--- config.mk ---
export PLATFORM = sky130hd
export DESIGN_NAME = puerto_salida_hs
export DESIGN_NICKNAME = d
export VERILOG_FILES = /design/src/rtl/puerto_salida_hs.sv
export SDC_FILE = /design/constraint.sdc
export NUM_CORES = 1
export LEC_CHECK = 0
export BUFFER_PORTS_ARGS = -buffer_cell sky130_fd_sc_hd__buf_2
export CAP_MARGIN = 25
export CORE_AREA = 4 4 77 79
export CTS_CLUSTER_SIZE = 14
export DETAILED_ROUTE_END_ITERATION = 12
export DIE_AREA = 0 0 81 83
export MAX_ROUTING_LAYER = met4
export PLACE_DENSITY = 0.78
export SYNTH_ARGS = -nofsm -noshare
export SYNTH_HDL_FRONTEND = slang
export SYNTH_SLANG_ARGS = --single-unit
--- constraint.sdc ---
create_clock -name CLK -period 2.55 [get_ports CLK]
set_input_delay 0.3825 -clock CLK [delete_from_list [all_inputs] [get_ports CLK]]
set_output_delay 0.3825 -clock CLK [all_outputs]
set_load 0.1 [all_outputs]
--- src/rtl/puerto_salida_hs.sv ---
// Output port: source mux, PROF-deep {port,data} FIFO and
// a four-phase VALIDO/ACK handshake with timeout.
module puerto_salida_hs #(
  parameter int PROF    = 4,
  parameter int TIMEOUT = 255
) (
  input  logic       CLK,
  input  logic       RST,
  input  logic       WR_EN,
  input  logic [2:0] SELEC,
  input  logic [2:0] RY,
  input  logic [7:0] RY_DATO,
  input  logic [7:0] INMED,
  input  logic [1:0] PUERTO,
  output logic       LLENO,
  output logic       VACIO,
  output logic [7:0] DATO_OUT,
  output logic [1:0] PUERTO_OUT,
  output logic       VALIDO,
  input  logic       ACK,
  output logic       DESBORDE,
  output logic       ERROR,
  input  logic       CLR_ERR
);

  localparam int PW = $clog2(PROF);
  localparam int CW = $clog2(PROF + 1);
  localparam logic [7:0] TMAX = 8'(TIMEOUT - 1);
  localparam logic [CW-1:0] LLENO_C = CW'(PROF);

  typedef enum logic [1:0] {
    REPOSO,
    ENVIA,
    ESPERA_BAJA
  } estado_t;

  estado_t       estado, estado_sig;
  logic [9:0]    mem [PROF];
  logic [PW-1:0] wptr, rptr;
  logic [CW-1:0] cuenta;
  logic [7:0]    timer;
  logic [7:0]    valor;
  logic          push, pop, fin_tiempo;

  // Source selection for the value being queued
  always_comb begin
    valor = 8'h00;
    case (SELEC)
      3'b001:  valor = {5'b00000, RY};
      3'b010:  valor = RY_DATO;
      3'b011:  valor = INMED;
      default: valor = 8'h00;
    endcase
  end

  assign LLENO = (cuenta == LLENO_C);
  assign VACIO = (cuenta == '0);
  assign push  = WR_EN && !LLENO;

  // Handshake state register
  always_ff @(posedge CLK) begin
    if (RST) estado <= REPOSO;
    else     estado <= estado_sig;
  end

  // Next-state logic
  always_comb begin
    estado_sig = estado;
    case (estado)
      REPOSO:      if (!VACIO) estado_sig = ENVIA;
      ENVIA:       if (ACK) estado_sig = ESPERA_BAJA;
                   else if (timer == TMAX) estado_sig = REPOSO;
      ESPERA_BAJA: if (!ACK) estado_sig = REPOSO;
      default:     estado_sig = REPOSO;
    endcase
  end

  // State-decoded outputs and strobes
  always_comb begin
    VALIDO     = (estado == ENVIA);
    pop        = (estado == REPOSO) && !VACIO;
    fin_tiempo = (estado == ENVIA) && !ACK && (timer == TMAX);
  end

  // FIFO storage; contents need no reset, count gates use
  always_ff @(posedge CLK) begin
    if (push) mem[wptr] <= {PUERTO, valor};
  end

  // Pointers, occupancy count, output holding regs and timer
  always_ff @(posedge CLK) begin
    if (RST) begin
      wptr       <= '0;
      rptr       <= '0;
      cuenta     <= '0;
      DATO_OUT   <= 8'h00;
      PUERTO_OUT <= 2'b00;
      timer      <= 8'h00;
    end else begin
      if (push) wptr <= wptr + 1'b1;
      if (pop) begin
        rptr       <= rptr + 1'b1;
        DATO_OUT   <= mem[rptr][7:0];
        PUERTO_OUT <= mem[rptr][9:8];
        timer      <= 8'h00;
      end else if (estado == ENVIA && !ACK && !fin_tiempo) begin
        timer <= timer + 8'h01;
      end
      case ({push, pop})
        2'b10:   cuenta <= cuenta + 1'b1;
        2'b01:   cuenta <= cuenta - 1'b1;
        default: cuenta <= cuenta;
      endcase
    end
  end

  // Sticky flags; a set in the clear cycle wins
  always_ff @(posedge CLK) begin
    if (RST) begin
      DESBORDE <= 1'b0;
      ERROR    <= 1'b0;
    end else begin
      if (WR_EN && LLENO) DESBORDE <= 1'b1;
      else if (CLR_ERR)   DESBORDE <= 1'b0;
      if (fin_tiempo)     ERROR <= 1'b1;
      else if (CLR_ERR)   ERROR <= 1'b0;
    end
  end

endmodule

Word level (Yosys, flattened, before mapping)
Memories as Yosys holds them, arrays and structs flattened. A register that Yosys moved wholly into a read port is not among the register bits.
Cells that the tools add are included.
{"block": "op_classes", "n_addsub": 5, "muxes": 12, "n_reduce_logical": 17, "eq_ne": 12}
{"cell": "$pmux 8 s3", "count": 1}
{"cell": "$add 8x1->8 const B", "count": 1}
{"cell": "$eq 8x8->1 const B", "count": 1}
{"cell": "$mux 2", "count": 4}
{"cell": "$eq 3x2->1 const B", "count": 2}
{"cell": "$logic_and 1x1->1", "count": 6}
{"cell": "$pmux 2 s3", "count": 1}
{"cell": "$pmux 3 s2", "count": 1}
{"cell": "$reduce_bool 2->1", "count": 3}
{"cell": "$mux 1", "count": 5}
{"cell": "$add 2x1->2 const B", "count": 2}
{"cell": "$eq 2x1->1 const B", "count": 2}
{"cell": "$eq 2x2->1 const B", "count": 2}
{"cell": "$logic_not 1->1", "count": 4}
{"cell": "$ne 2x2->1 const B", "count": 2}
{"cell": "$add 3x1->3 const B", "count": 1}
{"cell": "$eq 3x1->1 const B", "count": 1}
{"cell": "$eq 3x3->1 const B", "count": 1}
{"cell": "$logic_not 3->1", "count": 1}
{"cell": "$ne 3x1->1 const B", "count": 1}
{"cell": "$reduce_and 3->1", "count": 1}
{"cell": "$sub 3x1->3 const B", "count": 1}
{"cell": "$logic_not 2->1", "count": 1}
{"cell": "$reduce_or 2->1", "count": 1}
{"block": "word_totals", "output_inout_bits": 15, "in_bits": 29, "mem_count": 1, "ff_bits": 19, "word_cells": 54, "ramBits": 40}
{"name": "mem", "words": 4, "width": 10, "rd": 1, "rd_clocked_by_memory_dff": 1, "wr": 1, "line": "38", "rtl": "logic [9:0] mem [PROF];"}

Logic depth before layout (Yosys ltp)
Gate-level depths: netlist (run 1).
{"block": "depth", "ltp_word": 5, "mapped_depth": 10, "depth_no_buf": 9}

Worst setup path after synthesis (run 1)
Ideal clock, no wire load.
{"block": "synth_timing", "path_kind": "flip-flop to flip-flop", "start": "register cuenta[0]", "end": "register cuenta[2]", "required_ns": 2.480, "slack_ns": 0.244, "t_arrival_ns": 2.236, "stages_incl_launch_ff": 10, "path_buffers": 0, "period_less_slack_ns": 2.306, "setup_ns": 0.070, "path_cell_list": "dfxtp_1 or3b_2 and2_1 inv_1 ha_1 inv_1 fa_1 xor2_1 or3_1 a21oi_1"}
{"block": "synth_between", "elab_chain_len": 5, "elab_cells_between_ends": 12, "cone_classes": "add/sub: 2; eq/ne: 3; mux: 1; reduce/logical: 6"}
{"element": "from (decl)", "line": "40", "rtl": "logic [CW-1:0] cuenta;"}
{"element": "from (signal assigned)", "line": "110", "rtl": "2'b10: cuenta <= cuenta + 1'b1;"}
{"element": "from (signal assigned)", "line": "111", "rtl": "2'b01: cuenta <= cuenta - 1'b1;"}
{"element": "from (signal assigned)", "line": "112", "rtl": "default: cuenta <= cuenta;"}
{"element": "$eq 3x3->1 or $logic_not 3->1 (tied branches)", "line": "56, 57"}
{"element": "$logic_not 1->1 (on tied branches)", "line": "58, 81"}
{"element": "$logic_and 1x1->1 (on tied branches)", "line": "58, 81"}
{"element": "$eq 2x1->1 or $eq 2x2->1 (tied branches)", "line": "109", "rtl": "case ({push, pop})"}
{"element": "$pmux 3 s2 or $reduce_bool 2->1 (tied branches)"}
Several ways; a longest one is shown, not always the timed one.
A chain may end at the register's enable or synchronous reset.

Final worst setup path (run 1)
{"block": "layout_timing", "start": "register cuenta[2]", "end": "register cuenta[2]"}
The elaborated chain is that of the path after synthesis.

==> impl_metrics.json, run 1 <==
{
  "drtAntennaViolNets": 0,
  "viasPerCell": 5.28,
  "grt_usage": 0.178,
  "finalCritPeriodShare": 0.950,
  "fillers": 418,
  "holdPathStages": 1,
  "htreeDepth": 3,
  "swShare": 0.405,
  "hp-start": "PUERTO[1]",
  "cp-start-kind": "flip-flop",
  "worstSetupPathType": "reg -> reg",
  "powerDensity_nw_per_um2": 1140,
  "placement.io_buffers": 43,
  "nNetsFinal": 315,
  "n_antenna_cell": 0,
  "hpwl_um": 3550,
  "hold_viol": 0,
  "die_area_um2": 6720,
  "drtPass1Iterations": 5,
  "r2r_slack_ns": 0.13,
  "grt_start_max_net_pins": 23,
  "drv_slew": 0,
  "vdd_ir_drop_max_mv": 0.530,
  "worstHoldEndpoint": "mem[1][9]$_DFFE_PP_",
  "clockPowerShare": 0.241,
  "drt_iter0_markers": 105,
  "synth_cells": 228,
  "drt_wl_total_um": 5120,
  "wl_per_cell_um": 14.4,
  "r2r-start": "cuenta[2]$_SDFFE_PP0P_",
  "post_cts_buffers": 0,
  "power_switching_uw": 1570,
  "place_congestion": 0.790,
  "synth_area_um2": 2900,
  "sequentialPowerShare": 0.379,
  "grt_pass1_wl_um": 8630,
  "placed_area_um2": 3190,
  "fp.dieH_um": 83,
  "postSynthNetCount": 265,
  "rsz0062_at_grt": "false",
  "overflow": 0,
  "ys_seq_area_frac": 0.615,
  "drive_gt1_frac": 0.276,
  "clock_latency_ns": 0.33,
  "grt_pass1_vias": 1883,
  "final_cell_mix": "buf_2 (43), edfxtp_1 (40), dfxtp_1 (29)",
  "r2r_cells": 9,
  "endpoint_kind": "flip-flop",
  "initial_core_util": 0.542,
  "whs_ns": 0.264,
  "vias": 1875,
  "hold_class": "in -> reg",
  "die_x_um": 81,
  "clock_skew_ns": 0.00441,
  "synthDistinctLibCells": 35,
  "multi_input_area_um2": 1040,
  "core_area_um2": 5340,
  "regArea_um2": 1780,
  "outcome": "complete, no violations",
  "clockBufferDepth": 2,
  "layout_commonest_cell": "buf_2",
  "cp.arrival_ns": 2.68,
  "slew_headroom": 0.618,
  "combPwrFrac": 0.380,
  "antenna_found_initial": 0,
  "r2r_end": "cuenta[2]$_SDFFE_PP0P_",
  "cp.required_ns": 2.81,
  "timing.fmax_mhz": 413,
  "p_leak_uw": 0.00133,
  "cts_made_buffers": 9,
  "cts.sinks": 69,
  "cts-root-buf": "clkbuf_8",
  "ys_ff_latch": 69,
  "drc_errors": 0,
  "cts_tree": "yes",
  "path_clk_slew_ns": 0.07,
  "setup_viol": 0,
  "maxCapViolCount": 0,
  "synth_warnings": 0,
  "p_int_uw": 2310,
  "top_level_ports": 44,
  "min_period_ns": 2.42,
  "stdcell_area_um2": 3410,
  "worst_slew_pin_slew_ns": 0.573,
  "setup_tns_ns": 0,
  "crit_path_max_fanout": 6,
  "syn2layout_area_growth_pct": 17.7,
  "syn-mean-instance-area_um2": 12.7,
  "row_count": 27
}
==> through the flow <==
stage / std cells / util / setup slack, ns / power, uW
finish: 355 / 0.639 / 0.127 / 3890
global route: 355 / 0.639 / 0.000375 / 4110
CTS: 355 / 0.638 / 0.0448 / 3930
detailed placement: 339 / 0.598 / 0.0633 / 2980
global placement: 339 / 0.598 / 0.184 / 2950
floorplan: 228 / - / 0.244 / 2700
==> cell type report <==
cell class | count | share of cell area
Inverter | 12 | 0.0132
Clock buffer | 9 | 0.0363
Sequential cell | 69 | 0.523
Timing Repair Buffer | 46 | 0.0698
Clock inverter | 7 | 0.0264
Tap cell | 72 | 0.0264
Multi-Input combinational cell | 140 | 0.305
==> state kept, by name (all words and copies together), names as in the netlist <==
signal      flops
rptr            2
estado          2
ERROR           1
timer           8
wptr            2
DESBORDE        1
cuenta          3
PUERTO_OUT      2
mem            40
DATO_OUT        8
==> what timing repair did <==
item / 4_1_cts / 5_1_grt
hold endpoints to repair: 0 / 0
gates resized for setup: 0 / 1
endpoints found under the setup margin: 0 / 1
hold buffers: 0 / 0
==> cells by family (layout without fill, tap and decap cells) <==
| group | count (synthesis) | count (layout) | share of synthesized area |
|---|---|---|---|
| AND/OR/NAND/NOR | 74 | 74 | 0.123 |
| flip-flops | 69 | 69 | 0.615 |
| AO/OA/AOI/OAI | 32 | 32 | 0.0670 |
| buffers and inverters | 19 | 74 | 0.0264 |
| multiplexers | 18 | 18 | 0.107 |
| adder cells (fa/ha/maj) | 8 | 8 | 0.0372 |
| XOR/XNOR | 8 | 8 | 0.0242 |
==> synthesized netlist by cell type <==
master | count | area (um2)
a211oi_1 | 1 | 7.51
a21o_4 | 1 | 15.0
a21oi_1 | 17 | 85.1
a22oi_1 | 5 | 37.5
and2_1 | 1 | 6.26
and3_1 | 6 | 37.5
buf_2 | 1 | 5.00
buf_4 | 1 | 7.51
clkbuf_1 | 5 | 18.8
dfxtp_1 | 29 | 581
edfxtp_1 | 40 | 1200
fa_1 | 1 | 20.0
ha_1 | 7 | 87.6
inv_1 | 12 | 45.0
mux2_2 | 3 | 33.8
mux2i_1 | 5 | 50.1
mux4_2 | 10 | 225
nand2_1 | 26 | 97.6
nand2b_1 | 1 | 6.26
nand3_1 | 5 | 25.0
nand4_1 | 3 | 18.8
nor2_1 | 20 | 75.1
nor2b_1 | 4 | 25.0
nor3b_2 | 1 | 12.5
o2111ai_1 | 1 | 8.76
o211ai_1 | 1 | 7.51
o21ai_0 | 4 | 20.0
o21ai_1 | 1 | 5.00
o31ai_1 | 1 | 7.51
or3_1 | 4 | 25.0
or3_4 | 1 | 11.3
or3b_2 | 1 | 8.76
or4_1 | 1 | 7.51
xnor2_1 | 3 | 26.3
xor2_1 | 5 | 43.8
==> routing by layer <==
metal	wire [um]	global-route usage	up-vias
met5	0	-	-
met4	150	0.114	0
met3	318	0.0369	17
met2	2550	0.270	61
met1	2100	0.214	872
li1	-	-	925
==> critical path: stages, from the launching register on <==
cell     delay [ns]
dfxtp_1        0.38
or3b_4         0.42
and2_1         0.20
inv_1          0.08
ha_1           0.18
inv_1          0.06
fa_1           0.37
xor2_1         0.16
or3_1          0.32
a21oi_1        0.17
==> worst max path at each step <==
| stage | end | from | cells past startpoint |
|---|---|---|---|
| 3_5_place_dp | cuenta[2]$_SDFFE_PP0P_ | cuenta[2]$_SDFFE_PP0P_ | 9 |
| 2_1_floorplan | cuenta[2]$_SDFFE_PP0P_ | cuenta[0]$_SDFFE_PP0P_ | 9 |
| 5_1_grt | cuenta[2]$_SDFFE_PP0P_ | cuenta[0]$_SDFFE_PP0P_ | 9 |
| 6_report | cuenta[2]$_SDFFE_PP0P_ | cuenta[2]$_SDFFE_PP0P_ | 9 |
| 3_3_place_gp | cuenta[2]$_SDFFE_PP0P_ | cuenta[0]$_SDFFE_PP0P_ | 9 |
| 4_1_cts | cuenta[2]$_SDFFE_PP0P_ | cuenta[2]$_SDFFE_PP0P_ | 9 |
==> power groups by stage <==
| stage | logic, uW | registers [uW] | clock network [uW] |
|---|---|---|---|
| finish | 1480 | 1470 | 936 |
| global route | 1590 | 1500 | 1020 |
| CTS | 1490 | 1480 | 959 |
| detailed placement | 1480 | 1500 | 0 |
| global placement | 1470 | 1490 | 0 |
| floorplan | 736 | 1960 | 0 |
No activity file was read; power rests on OpenSTA's default activity.
==> run 2, diff against run 1 <==
clock period = 2.3 ns   (was 2.55 ns; I/O delays follow)
==> impl_metrics.json, run 2 (synthesis results as in run 1) <==
{
  "cts_made_buffers": 9,
  "rsz0062_at_grt": "false",
  "outcome": "complete, no violations",
  "finish.utilization": 0.650,
  "htreeDepth": 3,
  "cp_cell_sequence": "or3b_4 -> and2_4 -> inv_2 -> ha_2 -> inv_1 -> fa_1 -> xor2_1 -> or3_1 -> a21oi_1",
  "grt_busiest_layer": "met2",
  "hold_class": "in -> reg",
  "met2_usage": 0.291,
  "syn2layout_area_growth_pct": 19.9,
  "crit_path_max_fanout": 4,
  "timing.fmax_mhz": 462,
  "drtPass1Iterations": 4,
  "vias": 1891,
  "powerDensity_nw_per_um2": 1270,
  "multi_input_area_um2": 1040,
  "slew_headroom": 0.603,
  "clock_latency_ns": 0.33,
  "hold_viol": 0,
  "clockBufferDepth": 2,
  "antenna_found_initial": 0,
  "critPathMaxStageDelay_ns": 0.37,
  "r2r_slack_ns": 0.13,
  "drive_gt1_frac": 0.301,
  "worst_slew_pin_slew_ns": 0.595,
  "top_level_ports": 44,
  "drv_slew": 0,
  "initial_core_util": 0.542,
  "stdcell_area_um2": 3470,
  "finalCritPeriodShare": 0.942,
  "grt_start_max_net_pins": 23,
  "slowest_stage": "or3b_4",
  "layout_commonest_cell": "buf_2",
  "viasPerCell": 5.24,
  "die_x_um": 81,
  "n_antenna_cell": 0,
  "maxCapViolCount": 0,
  "drt_wl_total_um": 5160,
  "placement.io_buffers": 43,
  "fp.dieH_um": 83,
  "fillers": 432,
  "grt_pass1_vias": 1922,
  "final_cell_mix": "buf_2 (43), edfxtp_1 (40), dfxtp_1 (28)",
  "vdd_ir_drop_max_mv": 0.621,
  "placed_area_um2": 3220,
  "drt_iter0_markers": 147,
  "endpoint_kind": "flip-flop",
  "setup_ws_ns": 0.134,
  "grt_pass1_wl_um": 8820,
  "drc_errors": 0,
  "gr-usage-met3": 0.0325,
  "dp_slack_ns": -0.0217,
  "cts-root-buf": "clkbuf_8",
  "cp.required_ns": 2.56,
  "min_period_ns": 2.17,
  "wl_per_cell_um": 14.3,
  "setup_viol": 0,
  "cts_tree": "yes",
  "path_clk_slew_ns": 0.07,
  "clock_skew_ns": 0.00593,
  "drtAntennaViolNets": 0,
  "top_register": "mem",
  "die_area_um2": 6720,
  "cts.sinks": 69,
  "core_area_um2": 5340,
  "cp.arrival_ns": 2.42,
  "largest_reg_flops": 40,
  "overflow": 0,
  "nNetsFinal": 321,
  "regArea_um2": 1780,
  "place_congestion": 0.753,
  "hold_buffers": 0,
  "grt_usage": 0.179,
  "worstSetupPathType": "reg -> reg",
  "row_count": 27,
  "use_met1": 0.215,
  "hpwl_um": 3580,
  "path_buf_inv": 2,
  "reg.largest.list": "mem: 40 flops, DATO_OUT: 8 flops, timer: 8 flops",
  "p_leak_uw": 0.00136,
  "crit_family": "simple AND/OR/NAND/NOR gates",
  "cp-start-kind": "flip-flop"
}
## run 2: area by class of cell
class | instances | area share
repair buffers | 52 | 0.0814
well taps | 72 | 0.0259
inverters | 12 | 0.0130
flip-flops and latches | 69 | 0.514
clock inverters | 3 | 0.0195
clock buffers | 13 | 0.0458
multi-input cells | 140 | 0.301
## run 2: metrics by stage
step                instances  power, uW  hold slack [ns]  setup TNS [ns]
floorplan                 228       3000            0.444               0
global placement          342       3300            0.441               0
detailed placement        342       3340            0.445         -0.0217
CTS                       359       4440            0.214               0
global route              361       4660            0.217               0
finish                    361       4430            0.227               0
## run 2: what timing repair did
| item | CTS | global route |
|---|---|---|
| pin swaps | 2 | 0 |
| cloned | 0 | 0 |
| resized for setup | 2 | 2 |
| endpoints found under the setup margin | 1 | 1 |
| hold endpoints to repair | 0 | 0 |
| buffers inserted | 1 | 2 |
## run 2: report_power, final
group / switching (uW) / total (uW) / leakage [uW] / internal [uW]
logic: 1220 / 1700 / 0.000642 / 480
clock network: 427 / 1100 / 0.000110 / 671
registers: 110 / 1630 / 0.000611 / 1520
total: 1750 / 4430 / 0.00136 / 2670
## run 2: worst paths after layout
check,depth (start not counted),endpoint,from
max reg2reg,9,cuenta[2]$_SDFFE_PP0P_,cuenta[1]$_SDFFE_PP0P_
min,1,mem[0][8]$_DFFE_PP_,PUERTO[0]
min reg2reg,2,DATO_OUT[7]$_SDFFE_PP0P_,DATO_OUT[7]$_SDFFE_PP0P_
max,9,cuenta[2]$_SDFFE_PP0P_,cuenta[1]$_SDFFE_PP0P_
## run 2: layer usage
| layer | part of all wire | wire length [um] | up-vias |
|---|---|---|---|
| met1 | 0.43 | 2220 | 904 |
| li1 | - | - | 937 |
| met5 | 0 | 0 | - |
| met2 | 0.51 | 2640 | 41 |
| met3 | 0.039 | 200 | 9 |
| met4 | 0.019 | 97 | 0 |
